## src/rtl/bus_xcvr_ctl_pkg.sv

```systemverilog
// Shared types for the 245 transceiver sequencer: FSM states and direction codes.
package bus_xcvr_pkg;

  typedef enum logic [2:0] {
    ST_IDLE,
    ST_TURN,
    ST_SETUP,
    ST_STROBE,
    ST_HOLD
  } state_t;

  localparam logic DIR_A2B = 1'b1;
  localparam logic DIR_B2A = 1'b0;

  // States in which the transceiver is enabled (cs_n low).
  function automatic logic drives_bus(input state_t s);
    return (s == ST_SETUP) || (s == ST_STROBE) || (s == ST_HOLD);
  endfunction

endpackage

```

## src/rtl/bus_xcvr_ctl_ack_sync.sv

```systemverilog
// Two-flop synchronizer for the board acknowledge; resets to the idle (high) level.
module ack_sync (
  input  logic clk,
  input  logic rst_n,
  input  logic i_async,
  output logic o_sync
);

  logic r_meta;
  logic r_sync;

  always_ff @(posedge clk or negedge rst_n) begin
    if (!rst_n) begin
      r_meta <= 1'b1;
      r_sync <= 1'b1;
    end else begin
      r_meta <= i_async;
      r_sync <= r_meta;
    end
  end

  assign o_sync = r_sync;

endmodule

```

## src/rtl/bus_xcvr_ctl.sv

```systemverilog
// DR/CS_n sequencer for a 245-style transceiver: one request at a time, safe
// direction turnaround, strobe/ack cycle with minimum access time and timeout.
//
// Handshake: a request transfers on a rising edge where req_valid & req_ready;
// req_valid may be held without change until then. rsp_valid is a one-cycle
// pulse with no backpressure, rsp_rdata/rsp_err qualified by it.
module bus_xcvr_ctl
  import bus_xcvr_pkg::*;
#(
  parameter int DW   = 8,
  parameter int TURN = 1,
  parameter int ACC  = 2,
  parameter int TMO  = 255
) (
  input  logic          clk,
  input  logic          reset_n,
  input  logic          req_valid,
  output logic          req_ready,
  input  logic          req_write,
  input  logic [DW-1:0] req_wdata,
  output logic          rsp_valid,
  output logic [DW-1:0] rsp_rdata,
  output logic          rsp_err,
  output logic [DW-1:0] a_out,
  output logic          a_oe,
  input  logic [DW-1:0] a_in,
  output logic          dr,
  output logic          cs_n,
  output logic          strobe_n,
  input  logic          ack_n,
  output state_t        dbg_state
);

  localparam int CW = $clog2(TMO + 1);
  localparam logic [CW-1:0] TURN_LAST = CW'(TURN - 1);
  localparam logic [CW-1:0] ACC_LAST  = CW'(ACC - 1);
  localparam logic [CW-1:0] TMO_LAST  = CW'(TMO - 1);

  state_t        r_state;
  state_t        w_nxt;
  logic [CW-1:0] r_cnt;
  logic          w_ack_sync;
  logic          w_accept;
  logic          w_ok;
  logic          w_tmo;
  logic          w_wr_nxt;
  logic          r_wr;
  logic          r_err;
  logic          r_dr;
  logic          r_cs_n;
  logic          r_strobe_n;
  logic          r_a_oe;
  logic [DW-1:0] r_a_out;
  logic          r_rsp_valid;
  logic          r_rsp_err;
  logic [DW-1:0] r_rdata;

  ack_sync u_ack_sync (
    .clk    (clk),
    .rst_n  (reset_n),
    .i_async(ack_n),
    .o_sync (w_ack_sync)
  );

  // Holding off until the previous ack has gone away keeps a slow device's
  // late ack from completing the next cycle early.
  assign req_ready = (r_state == ST_IDLE) && w_ack_sync;
  assign w_accept  = req_valid && req_ready;
  assign w_wr_nxt  = w_accept ? req_write : r_wr;

  always_comb begin
    w_nxt = r_state;
    w_ok  = 1'b0;
    w_tmo = 1'b0;
    case (r_state)
      ST_IDLE:   if (w_accept) w_nxt = (req_write != r_dr) ? ST_TURN : ST_SETUP;
      ST_TURN:   if (r_cnt == TURN_LAST) w_nxt = ST_SETUP;
      ST_SETUP:  w_nxt = ST_STROBE;
      ST_STROBE: begin
        if ((r_cnt >= ACC_LAST) && !w_ack_sync) begin
          w_nxt = ST_HOLD;
          w_ok  = 1'b1;
        end else if (r_cnt == TMO_LAST) begin
          w_nxt = ST_HOLD;
          w_tmo = 1'b1;
        end
      end
      ST_HOLD:   w_nxt = ST_IDLE;
      default:   w_nxt = ST_IDLE;
    endcase
  end

  always_ff @(posedge clk or negedge reset_n) begin
    if (!reset_n) begin
      r_state     <= ST_IDLE;
      r_cnt       <= '0;
      r_wr        <= 1'b0;
      r_err       <= 1'b0;
      r_dr        <= DIR_B2A;
      r_cs_n      <= 1'b1;
      r_strobe_n  <= 1'b1;
      r_a_oe      <= 1'b0;
      r_a_out     <= '0;
      r_rsp_valid <= 1'b0;
      r_rsp_err   <= 1'b0;
      r_rdata     <= '0;
    end else begin
      r_state <= w_nxt;
      // One counter serves TURN and STROBE; it restarts on every state change.
      if (w_nxt != r_state) begin
        r_cnt <= '0;
      end else if ((r_state == ST_TURN) || (r_state == ST_STROBE)) begin
        r_cnt <= r_cnt + CW'(1);
      end
      if (w_accept) begin
        r_wr    <= req_write;
        r_dr    <= req_write;
        r_err   <= 1'b0;
        r_a_out <= req_write ? req_wdata : '0;
      end
      if (w_ok) begin
        r_rdata <= r_wr ? '0 : a_in;
      end
      if (w_tmo) begin
        r_rdata <= '0;
        r_err   <= 1'b1;
      end
      // Outputs follow the next state so they are glitch-free flop outputs.
      r_cs_n      <= !drives_bus(w_nxt);
      r_strobe_n  <= (w_nxt != ST_STROBE);
      r_a_oe      <= (w_wr_nxt == DIR_A2B) && drives_bus(w_nxt);
      r_rsp_valid <= (r_state == ST_HOLD);
      r_rsp_err   <= (r_state == ST_HOLD) && r_err;
    end
  end

  assign dr        = r_dr;
  assign cs_n      = r_cs_n;
  assign strobe_n  = r_strobe_n;
  assign a_oe      = r_a_oe;
  assign a_out     = r_a_out;
  assign rsp_valid = r_rsp_valid;
  assign rsp_err   = r_rsp_err;
  assign rsp_rdata = r_rdata;
  assign dbg_state = r_state;

endmodule

```

## config.mk

```make
export PLATFORM = sky130hd
export DESIGN_NAME = bus_xcvr_ctl
export DESIGN_NICKNAME = d
export VERILOG_FILES = /design/src/rtl/bus_xcvr_ctl_pkg.sv /design/src/rtl/bus_xcvr_ctl_ack_sync.sv /design/src/rtl/bus_xcvr_ctl.sv
export SDC_FILE = /design/constraint.sdc
export NUM_CORES = 1
export LEC_CHECK = 0
export BUFFER_PORTS_ARGS = -buffer_cell sky130_fd_sc_hd__buf_2
export CAP_MARGIN = 5
export CORE_ASPECT_RATIO = 1.5
export CORE_MARGIN = 2
export CORE_UTILIZATION = 46
export DETAILED_ROUTE_END_ITERATION = 10
export PLACE_DENSITY = 0.75
export SLEW_MARGIN = 40
export SYNTH_ARGS = -nofsm -noshare
export SYNTH_HDL_FRONTEND = slang
export SYNTH_SLANG_ARGS = --single-unit
```

## constraint.sdc

```tcl
create_clock -name clk -period 1.6 [get_ports clk]
set_input_delay 0.08 -clock clk [delete_from_list [all_inputs] [get_ports clk]]
set_output_delay 0.08 -clock clk [all_outputs]
set_load 0.05 [all_outputs]
```

Word-level counts from Yosys, hierarchy flattened
Index checks and enable logic that the tools add are counted.
{ "totals": {"word_cells": 62, "output_inout_bits": 26, "register_bits": 37} }
{ "classes": {"n_mux": 20, "n_eq_ne": 11, "reduce_logical": 15, "order_cmp": 1, "n_addsub": 1} }
{ "op_table": {"columns": ["cell", "count"], "rows": [
  ["$mux 8", 6],
  ["$eq 3x2->1 const B", 4],
  ["$mux 3", 4],
  ["$pmux 3 s4", 1],
  ["$add 8x1->8 const B", 1],
  ["$eq 8x8->1 const B", 1],
  ["$ge 8x1->1 const B", 1],
  ["$logic_not 8->1", 1],
  ["$mux 1", 8],
  ["$eq 3x3->1 const B", 2],
  ["$reduce_bool 2->1", 3],
  ["$logic_and 1x1->1", 5],
  ["$eq 3x1->1 const B", 1],
  ["$logic_not 3->1", 1],
  ["$logic_or 1x1->1", 3],
  ["$ne 3x2->1 const B", 1],
  ["$ne 3x3->1", 1],
  ["$logic_not 1->1", 2],
  ["$mux 2", 1],
  ["$ne 1x1->1", 1]
]} }

Depth between registers and ports, before layout
Gate-level depths: netlist of run 1.
{ "depth": {"depth_word": 9, "depth_mapped": 7, "depth_no_buf": 6} }

Cells and area by module
A second synthesis of run 1 with hierarchy kept.
{ "unflattened": {"hier_cells": 146, "hier_area_um2": 1617.8} }
{ "modules_own_cells": {"columns": ["module", "cells_each", "area_per_inst_um2", "n_inst", "seq_area_each_um2"], "rows": [
  ["bus_xcvr_ctl", 144, 1565.3, 1, 878.3],
  ["ack_sync", 2, 52.6, 1, 52.6]
]} }

Least setup slack after synthesis of run 1
Ideal clock, no wire load.
{ "synth_path": {"kind": "register to register", "from": "reg r_state[0] (netlist: dbg_state[0])", "to": "reg r_cnt[1]", "t_required_ps": 1514, "setup_time_ps": 86, "slack_ps": -76, "path_stages_with_launch": 6, "t_arrival_ps": 1590, "synth_period_minus_slack_ps": 1676, "path_buffers": 1, "cell_sequence": "dfrtp_1 > buf_2 > inv_1 > a41oi_1 > o221ai_2 > nor3_1"} }
{ "synth_between": {"elab_chain_len": 7} }
{ "synth_rtl": {"columns": ["element", "line_no", "text"], "rows": [
  ["start, declared", "bus_xcvr_ctl.sv:39", "state_t r_state;"],
  ["start signal, assigned", "bus_xcvr_ctl.sv:108", "r_state <= w_nxt;"],
  ["$logic_not 3->1", "bus_xcvr_ctl.sv:67, bus_xcvr_ctl.sv:75", null],
  ["$logic_and 1x1->1", "bus_xcvr_ctl.sv:67", "assign req_ready = (r_state == ST_IDLE) && w_ack_sync;"],
  ["$logic_and 1x1->1", "bus_xcvr_ctl.sv:68", "assign w_accept = req_valid && req_ready;"],
  ["$mux 3", "bus_xcvr_ctl.sv:76", "ST_IDLE: if (w_accept) w_nxt = (req_write != r_dr) ? ST_TURN : ST_SETUP;"],
  ["$pmux 3 s4", "bus_xcvr_ctl.sv:75", "case (r_state)"],
  ["$ne 3x3->1", "bus_xcvr_ctl.sv:110", "if (w_nxt != r_state) begin"],
  ["$mux 8 or $reduce_bool 2->1 (tied branches)", null, null],
  ["end signal, assigned", "bus_xcvr_ctl.sv:113", "r_cnt <= r_cnt + CW'(1);"],
  ["end, declared", "bus_xcvr_ctl.sv:41", "logic [CW-1:0] r_cnt;"]
]} }
Parallel ways exist; a longest one is shown, timed or not.
A chain may end at the register's enable or synchronous reset.

Worst setup path in the final report of run 1
{ "layout_path": {"from": "reg r_cnt[4]", "to": "reg r_cs_n (netlist: cs_n)"} }
{ "layout_between": {"elab_chain_len": 8} }
{ "layout_rtl": {"columns": ["element", "line_no", "text"], "rows": [
  ["$ge 8x1->1 or $eq 8x8->1 (tied branches)", "bus_xcvr_ctl.sv:80, bus_xcvr_ctl.sv:83", null],
  ["$logic_and 1x1->1 or $mux 3 (tied branches)", "bus_xcvr_ctl.sv:80, bus_xcvr_ctl.sv:83", null],
  ["$mux 3", "bus_xcvr_ctl.sv:80", "if ((r_cnt >= ACC_LAST) && !w_ack_sync) begin"],
  ["$pmux 3 s4 *", "bus_xcvr_ctl.sv:75", null],
  ["$eq 3x2->1", "bus_xcvr_ctl_pkg.sv:17", "return (s == ST_SETUP) || (s == ST_STROBE) || (s == ST_HOLD);"],
  ["$logic_or 1x1->1", "bus_xcvr_ctl_pkg.sv:17", null],
  ["$logic_or 1x1->1 *", "bus_xcvr_ctl_pkg.sv:17", null],
  ["$logic_not 1->1 *", "bus_xcvr_ctl.sv:129", "r_cs_n <= !drives_bus(w_nxt);"],
  ["end signal, assigned", "bus_xcvr_ctl.sv:129", null],
  ["end, declared", "bus_xcvr_ctl.sv:50", "logic r_cs_n;"]
]} }
Mark *: on every way between the ends. The rest lies on a longest branch, timed or not.

==> impl_metrics.json, run 1 <==
{
  "outcome": "completed",
  "finClkSkew_ns": 0.00537,
  "via_count": 1423,
  "grt_pass1_wl_mm": 6.38,
  "setup_viol": 0,
  "postSynthAreaPerCell_um2": 10.8,
  "rsz0062_at_grt": "true",
  "seqPwrFrac_pct": 28.9,
  "wl_per_cell_um": 15.3,
  "first_pass_iters": 4,
  "worst_pin_slew_ns": 0.448,
  "hp-class": "input port to flip-flop",
  "fin_hold_ws_ns": 0.00845,
  "multiInputGateArea_um2": 733,
  "drc_errors": 0,
  "antenna_found_initial": 0,
  "cap_viol_max_count": 0,
  "p_int_mw": 2.73,
  "grt_use_total_pct": 20.9,
  "clock-sinks": 37,
  "cp.arrival_ns": 1.81,
  "fin_crit_sh_pct": 99.7,
  "htreeDepth": 2,
  "top_usage_layer": "met2",
  "vdd_drop_max_mv": 1.71,
  "p_sw_mw": 2.47,
  "power_mw": 5.20,
  "dp_slack_ns": -0.0402,
  "die_h_um": 76.8,
  "grt_pass1_vias": 1510,
  "grt_use_met1_pct": 23.5,
  "netlist_instances": 150,
  "crit_slowest_cell": "dfrtp_1",
  "vias_per_cell": 5.47,
  "drt_iter0_markers": 26,
  "grt_overflow": 0,
  "swShare_pct": 47.6,
  "end_kind": "flip-flop",
  "worst_setup_path_start_kind": "flip-flop",
  "combPwrFrac_pct": 53.1,
  "initial_core_util_pct": 48.1,
  "layout_commonest_cell": "buf_2",
  "fp.dieW_um": 52.6,
  "yosysSeqAreaShare_pct": 57.2,
  "synth_warnings": 0,
  "worstSkewPairLatency_ns": 0.29,
  "critPathKind": "flip-flop to flip-flop",
  "syn_area_um2": 1630,
  "leakage_nw": 1.15,
  "ys_seq_elements": 37,
  "use_met3_pct": 4.09,
  "synth_edf_count": 0,
  "dieArea_um2": 4040,
  "register_area_um2": 936,
  "path_cells": "nor4_4 > nand3_1 > o32a_1 > and2_1",
  "cts_tree": "yes",
  "placed_cells": 247,
  "powerDensity_nw_per_um2": 2300,
  "ant_nets": 0,
  "coreArea_um2": 3380,
  "fmax_ghz": 0.627,
  "hold_viol": 0,
  "synth-async-reset-ratio_pct": 100,
  "syn-num-nets": 175,
  "fin_ws_ns": 0.00529,
  "clk_pin_slew_ns": 0.07,
  "clk_path_buf_depth": 2,
  "wl_mm": 3.98,
  "fp-row-count": 26,
  "final_cell_mix": "buf_2 (45), dfrtp_1 (29), nand2_1 (24)",
  "numCtsBuffers": 5,
  "post-route-min-period_ns": 1.59,
  "critical-path-max-stage-delay_ns": 0.43,
  "hpwl_mm": 2.78,
  "finalNonFillerCells": 260,
  "antennaDiodeCount": 0,
  "cts-root-buf": "clkbuf_8",
  "syn_to_final_growth_pct": 39.1,
  "worstPathRequired_ns": 1.82,
  "critPathMaxFanout": 3,
  "slew-limit-headroom_pct": 70.1,
  "drive_above_1_share_pct": 42.7,
  "path_delay_family": "simple AND/OR/NAND/NOR gates",
  "yosysUniqueCellTypes": 32,
  "grt_max_degree": 38,
  "crit_buf_inv": 0,
  "boundaryPins": 47,
  "grtUsageMet2_pct": 36.3,
  "num-nets-final": 242,
  "slew_viol_final": 0,
  "synth_top_flop_cell": "dfrtp_1",
  "place.gp.congestion": 0.893,
  "portBuffers": 46,
  "fillers": 267,
  "clkPwrFrac_pct": 18.0
}
==> power by group through the flow <==
| stage | Clock (mW) | Combinational (mW) | Sequential [mW] |
|---|---|---|---|
| finish | 0.935 | 2.76 | 1.50 |
| global route | 0.989 | 2.94 | 1.54 |
| CTS | 0.948 | 2.62 | 1.49 |
| detailed placement | 0 | 2.57 | 1.50 |
| global placement | 0 | 2.52 | 1.48 |
| floorplan | 0 | 0.806 | 2.52 |
==> area by class of cell <==
class | count | area share, %
repair buffers | 64 | 17.0
clock buffers | 5 | 3.04
inverters | 6 | 0.996
clock inverters | 3 | 2.88
multi-input cells | 103 | 32.4
well taps | 42 | 2.32
flip-flops and latches | 37 | 41.4
==> layer usage <==
metal / wire [µm] / share of wire [%] / up-vias
met5: 0 / 0 / -
li1: - / - / 667
met4: 83 / 2.1 / 0
met3: 195 / 4.9 / 10
met2: 2240 / 56 / 52
met1: 1460 / 37 / 694
==> flip-flops by register name, summed over array words and instances, names as in the netlist <==
signal             cells
a_oe                   1
a_out                  8
cs_n                   1
dbg_state              3
dr                     1
r_cnt                  8
r_err                  1
r_wr                   1
rsp_err                1
rsp_rdata              8
rsp_valid              1
strobe_n               1
u_ack_sync.o_sync      1
u_ack_sync.r_meta      1
==> path summary, 6_finish.rpt <==
kind | from | to | slack (ns) | depth (start not counted)
max | r_cnt[4] | cs_n | 0.005 | 4
min | a_in[4] | rsp_rdata[4] | 0.008 | 2
max reg2reg | r_cnt[4] | cs_n | 0.005 | 4
min reg2reg | u_ack_sync.r_meta | u_ack_sync.o_sync | 0.36 | 0
max in group asynchronous | reset_n | cs_n | 0.97 | 2
min in group asynchronous | reset_n | rsp_rdata[3] | 0.28 | 2
==> stage by stage <==
step                      TNS [ns]  utilization (%)  cell area, µm²
final                            0             66.9            2260
after detailed placement    -0.249             58.8            1990
after floorplan                  0                -            1630
after CTS                 -0.00577             64.0            2170
after global placement           0             58.8            1990
after global routing        -0.633             66.9            2260
==> timing repair <==
| item | 4_1_cts | 5_1_grt |
|---|---|---|
| cloned | 0 | 1 |
| hold endpoints to repair | 34 | 0 |
| buffers inserted | 0 | 2 |
| gates resized for setup | 5 | 14 |
| hold buffers | 2 | 0 |
| endpoints found under the setup margin | 9 | 18 |
| pin swaps | 0 | 8 |
==> synth_stat cells (2+ instances only) <==
cell type / instances / area, µm²
a21oi_1: 3 / 15.0
nand4_1: 5 / 31.3
buf_2: 3 / 15.0
nand2_1: 24 / 90.1
o21ai_0: 2 / 10.0
a22o_1: 9 / 78.8
nor3_1: 9 / 45.0
and3_1: 3 / 18.8
and2_1: 3 / 18.8
ha_1: 4 / 50.1
xor2_1: 5 / 43.8
nand3_1: 11 / 55.1
dfstp_2: 4 / 105
nand2b_1: 3 / 18.8
nor2_1: 6 / 22.5
dfrtp_1: 33 / 826
inv_1: 6 / 22.5
xnor2_1: 2 / 17.5
a22oi_1: 2 / 15.0
==> worst register-to-register path, stage by stage (launching register included) <==
cell and delay [ns]:
dfrtp_1 0.43, nor4_4 0.32, nand3_1 0.17, o32a_1 0.43
and2_1 0.18
==> logic make-up after synthesis <==
logic type	Yosys count	synth area share (%)
buf+inv	11	3.23
mux	1	0.615
compound gates	22	11.3
xor+xnor	7	3.77
simple gates	68	20.8
fa+ha+maj	4	3.08
flops	37	57.2
No activity file was read; power rests on OpenSTA's default activity.
==> run 2, diff against run 1 <==
Settings changed: CORE_UTILIZATION 46 to 50, PLACE_DENSITY 0.75 to 0.77.
Clock period 1.6 ns to 1.7 ns, I/O delays scaled along.
==> impl_metrics.json, run 2 (synthesis gave the netlist of run 1 again) <==
{
  "outcome": "completed",
  "initial_core_util_pct": 52.0,
  "place.gp.congestion": 0.745,
  "placed_cell_area_um2": 1930,
  "grt_use_met1_pct": 25.3,
  "dp_slack_ns": 0.0214,
  "hold_start": "a_in[3]",
  "hold_end": "rsp_rdata[3]",
  "finish.utilization_pct": 67.2,
  "coreArea_um2": 3130,
  "numCtsBuffers": 5,
  "dieArea_um2": 3730,
  "drive_above_1_share_pct": 34.9,
  "grtUsageMet2_pct": 38.3,
  "finClkSkew_ns": 0.00470,
  "critPathMostFrequentCell": "inv_1",
  "grt_pass1_vias": 1347,
  "post-route-min-period_ns": 1.61,
  "worstPathRequired_ns": 1.88,
  "fp-row-count": 25,
  "fmax_ghz": 0.621,
  "slew_viol_final": 0,
  "worst_setup_path_start_kind": "flip-flop",
  "min_path_cells": 2,
  "fin_crit_sh_pct": 94.7,
  "hpwl_mm": 2.57,
  "drt_iter0_markers": 42,
  "finalNonFillerCells": 249,
  "cap_viol_max_count": 0,
  "p_int_mw": 2.21,
  "layout_commonest_cell": "buf_2",
  "wl_per_cell_um": 14.7,
  "path_cells": "inv_1 > ha_1 > inv_1 > a41o_2 > a21o_4 > a22o_1",
  "fp.dieW_um": 50.6,
  "powerDensity_nw_per_um2": 2120,
  "ant_nets": 0,
  "hold_viol": 0,
  "critPathKind": "flip-flop to flip-flop",
  "r2r_slack_ns": 0.09,
  "reg2reg_depth": 6,
  "final_cell_mix": "buf_2 (45), dfrtp_1 (33), nand2_1 (24)",
  "fin_area_um2": 2100,
  "worst_pin_slew_ns": 0.456,
  "cts_tree": "yes",
  "top_usage_layer": "met2",
  "use_met3_pct": 5.89,
  "die_h_um": 73.9,
  "portBuffers": 46,
  "placed_cells": 238,
  "grt_pass1_wl_mm": 6.00,
  "hp-class": "input port to flip-flop",
  "boundaryPins": 47,
  "drc_errors": 0,
  "swShare_pct": 50.4,
  "seqPwrFrac_pct": 31.0,
  "end_kind": "flip-flop",
  "slew-limit-headroom_pct": 69.6,
  "syn_to_final_growth_pct": 29.2,
  "worstSkewPairLatency_ns": 0.29,
  "reg2reg_from": "r_cnt[1]",
  "leakage_nw": 1.09,
  "clk_path_buf_depth": 2,
  "grt_max_degree": 38,
  "antennaDiodeCount": 0,
  "htreeDepth": 2,
  "cts-root-buf": "clkbuf_8",
  "critical-path-max-stage-delay_ns": 0.40,
  "clkPwrFrac_pct": 14.1,
  "first_pass_iters": 4,
  "via_count": 1345,
  "crit_slowest_cell": "dfrtp_1",
  "combPwrFrac_pct": 54.9,
  "fin_ws_ns": 0.0896,
  "clock-sinks": 37,
  "vdd_drop_max_mv": 1.34,
  "num-nets-final": 233,
  "p_sw_mw": 2.25,
  "vias_per_cell": 5.40,
  "timing.rr.end": "rsp_rdata[1]",
  "grt_overflow": 0,
  "cp.arrival_ns": 1.79,
  "clk_pin_slew_ns": 0.07,
  "critPathMaxFanout": 9,
  "antenna_found_initial": 0,
  "grt_use_total_pct": 22.1,
  "power_mw": 4.46,
  "setup_viol": 0,
  "wl_mm": 3.66
}
## run 2: cell count changes in the layout (fill, tap and decap cells not counted), moves of 2 or more
cell,before,now
ha_4,2,0
dfrtp_2,4,0
buf_4,14,9
buf_6,3,0
bufinv_16,2,0
ha_1,2,4
inv_2,2,0
clkbuf_1,0,2
inv_1,4,6
dfrtp_1,29,33
## run 2: how the worst max path moves through the flow
| stage | start | end | cells after the start |
|---|---|---|---|
| finish | r_cnt[1] | rsp_rdata[1] | 6 |
| global route | dbg_state[0] | r_cnt[7] | 5 |
| CTS | r_cnt[1] | rsp_rdata[5] | 5 |
| detailed placement | r_cnt[1] | rsp_rdata[7] | 5 |
| global placement | r_cnt[1] | rsp_rdata[6] | 5 |
| floorplan | dbg_state[0] | r_cnt[1] | 5 |
## run 2: worst max-delay path: cells and delay by family, from the launching register on
kind                     cells  cell delay (ns)
flip-flops                   1             0.40
adder cells (fa/ha/maj)      1             0.14
buffers and inverters        2             0.13
AO/OA/AOI/OAI                3             0.83
## run 2: repair_timing
item | 4_1_cts | 5_1_grt
endpoints found under the hold margin | 34 | 0
buffers inserted | 0 | 1
resized for setup | 0 | 8
setup endpoints to repair | 0 | 17
hold buffers | 2 | 0
## run 2: cell type report
type / instances / area, µm²
Clock buffer: 8 / 90.1
Tap cell: 40 / 50.0
Sequential cell: 37 / 931
Multi-Input combinational cell: 102 / 696
Inverter: 6 / 22.5
Timing Repair Buffer: 56 / 313
Fill cell: 261 / 1030
## run 2: per-stage QoR
step,hold WS (ns),TNS (ns)
after global routing,0.0128,-0.123
final,0.00421,0
after detailed placement,0.195,0
after global placement,0.190,0
after CTS,0.00303,0
after floorplan,-0.211,0
## run 2: power groups by stage
stage	sequential [mW]	combinational (mW)	clock (mW)
floorplan	2.37	0.759	0
global placement	1.38	2.27	0
detailed placement	1.39	2.33	0
CTS	1.38	2.34	0.641
global route	1.43	2.61	0.672
finish	1.39	2.45	0.629
## run 2: metal layers
| metal | vias up | part of all wire (%) |
|---|---|---|
| met5 | - | 0 |
| met4 | 0 | 2.7 |
| met3 | 9 | 4.3 |
| met2 | 35 | 54 |
| met1 | 664 | 39 |
| li1 | 637 | - |
==> run 3, diff against run 2 <==
Settings changed: CORE_UTILIZATION 50 to 46, PLACE_DENSITY 0.77 to 0.75.
Clock period 1.7 ns to 1.3 ns, I/O delays scaled along.
==> impl_metrics.json, run 3 (synthesis gave the netlist of run 1 again) <==
{
  "path_cells": "nor4_4 > a41o_4 > nor3_4 > buf_12 > a22o_1",
  "drt_iter0_markers": 35,
  "ant_nets": 0,
  "clk_pin_slew_ns": 0.07,
  "wl_per_cell_um": 17.9,
  "place.gp.congestion": 0.821,
  "cts-root-buf": "clkbuf_8",
  "placed_cells": 259,
  "clk_path_buf_depth": 2,
  "reg2reg_depth": 5,
  "hold_start": "req_wdata[7]",
  "grt_use_total_pct": 25.6,
  "worst_setup_path_start_kind": "flip-flop",
  "grt_pass1_wl_mm": 7.56,
  "dp_slack_ns": -0.378,
  "coreArea_um2": 3380,
  "end_kind": "flip-flop",
  "cap_viol_max_count": 0,
  "power_mw": 7.26,
  "critical-path-max-stage-delay_ns": 0.42,
  "min_path_cells": 3,
  "clock-sinks": 37,
  "hold_end": "a_out[7]",
  "grt_overflow": 0,
  "boundaryPins": 47,
  "fillers": 190,
  "setup_viol": 33,
  "drive_above_1_share_pct": 55.3,
  "critPathMaxFanout": 8,
  "grt_max_degree": 22,
  "vdd_drop_max_mv": 2.12,
  "worst_pin_slew_ns": 0.392,
  "r2r_slack_ns": -0.29,
  "fp-row-count": 26,
  "worstPathRequired_ns": 1.49,
  "critPathKind": "flip-flop to flip-flop",
  "via_count": 1578,
  "cp.arrival_ns": 1.78,
  "antennaDiodeCount": 0,
  "cts_tree": "yes",
  "fp.dieW_um": 52.6,
  "syn_to_final_growth_pct": 64.8,
  "fin_ws_ns": -0.295,
  "htreeDepth": 2,
  "register_area_um2": 938,
  "leakage_nw": 1.31,
  "fin_crit_sh_pct": 123,
  "fin_hold_ws_ns": -0.00398,
  "crit_slowest_cell": "dfrtp_1",
  "hpwl_mm": 3.11,
  "finalNonFillerCells": 288,
  "num-nets-final": 270,
  "portBuffers": 46,
  "hp-class": "input port to flip-flop",
  "timing.rr.end": "rsp_rdata[6]",
  "multiInputGateArea_um2": 866,
  "die_h_um": 76.8,
  "numCtsBuffers": 5,
  "hold_viol": 2,
  "reg2reg_from": "r_cnt[2]",
  "worstSkewPairLatency_ns": 0.30,
  "outcome": "complete, but fails checks",
  "fmax_ghz": 0.627,
  "finClkSkew_ns": 0.00632,
  "final_cell_mix": "buf_2 (44), dfrtp_1 (29), buf_4 (27)",
  "grt_pass1_vias": 1677,
  "layout_commonest_cell": "buf_2",
  "violations": "hold timing, setup timing",
  "vias_per_cell": 5.48,
  "dieArea_um2": 4040,
  "slew-limit-headroom_pct": 73.9,
  "antenna_found_initial": 0,
  "finish.utilization_pct": 79.2,
  "powerDensity_nw_per_um2": 2710,
  "wl_mm": 5.14,
  "initial_core_util_pct": 48.1,
  "slew_viol_final": 0,
  "drc_errors": 0,
  "first_pass_iters": 4,
  "post-route-min-period_ns": 1.59,
  "rsz0062_at_grt": "true"
}
-- run 3: cell count changes in the layout (fill, tap and decap cells not counted), sizes merged --
| cell | change |
|---|---|
| buf | +28 |
| dlygate4sd3 | +8 |
| clkbuf | -2 |
| a21o | +1 |
| bufinv | +1 |
| clkinvlp | +1 |
-- run 3: worst max-delay path by stage --
stage	slack (ns)	cells past startpoint	to	start
2_1_floorplan	-0.28	7	rsp_rdata[0]	r_cnt[0]
3_3_place_gp	-0.28	6	rsp_rdata[4]	r_cnt[1]
4_1_cts	-0.25	5	r_cnt[5]	r_cnt[6]
3_5_place_dp	-0.38	6	rsp_rdata[6]	r_cnt[1]
5_1_grt	-0.34	5	r_cnt[5]	r_cnt[2]
6_report	-0.29	5	rsp_rdata[6]	r_cnt[2]
-- run 3: power breakdown --
group	internal, mW	switching (mW)
clock network	0.623	0.427
registers	1.60	0.289
logic	1.57	2.75
total	3.79	3.47
-- run 3: repair_timing --
action / 4_1_cts / 5_1_grt
hold endpoints to repair: 25 / 0
gates resized for setup: 20 / 26
pin swaps: 6 / 15
gates cloned: 1 / 0
hold buffers: 10 / 0
setup endpoints to repair: 25 / 35
buffers inserted: 7 / 4
-- run 3: metal layers --
metal | vias to the layer above | track usage [%] | share of wire [%]
met4 | 0 | 16.7 | 4.6
met1 | 784 | 27.2 | 36
met3 | 23 | 4.28 | 3.3
met2 | 58 | 44.3 | 56
met5 | - | 0 | 0
li1 | 713 | - | -
-- run 3: area by class of cell --
type | instances | area share [%]
timing repair buffer | 92 | 25.4
multi-input combinational | 103 | 32.3
clock inverter | 2 | 1.40
inverter | 6 | 0.840
clock buffer | 6 | 3.08
sequential | 37 | 35.0
tap | 42 | 1.96
-- run 3: worst max-delay path: cells and delay by family (launching register included) --
kind                   cells  cell delay, ns
buffers and inverters      1            0.14
AOI/OAI and AO/OA          2            0.52
DFF                        1            0.42
and+or+nand+nor            2            0.41
-- run 3: metrics by stage --
step / TNS, ns / cell area, µm²
after global routing: -8.13 / 2680
after detailed placement: -5.92 / 2140
after global placement: -4.43 / 2140
after floorplan: -4.38 / 1700
final: -6.62 / 2680
after CTS: -4.94 / 2520
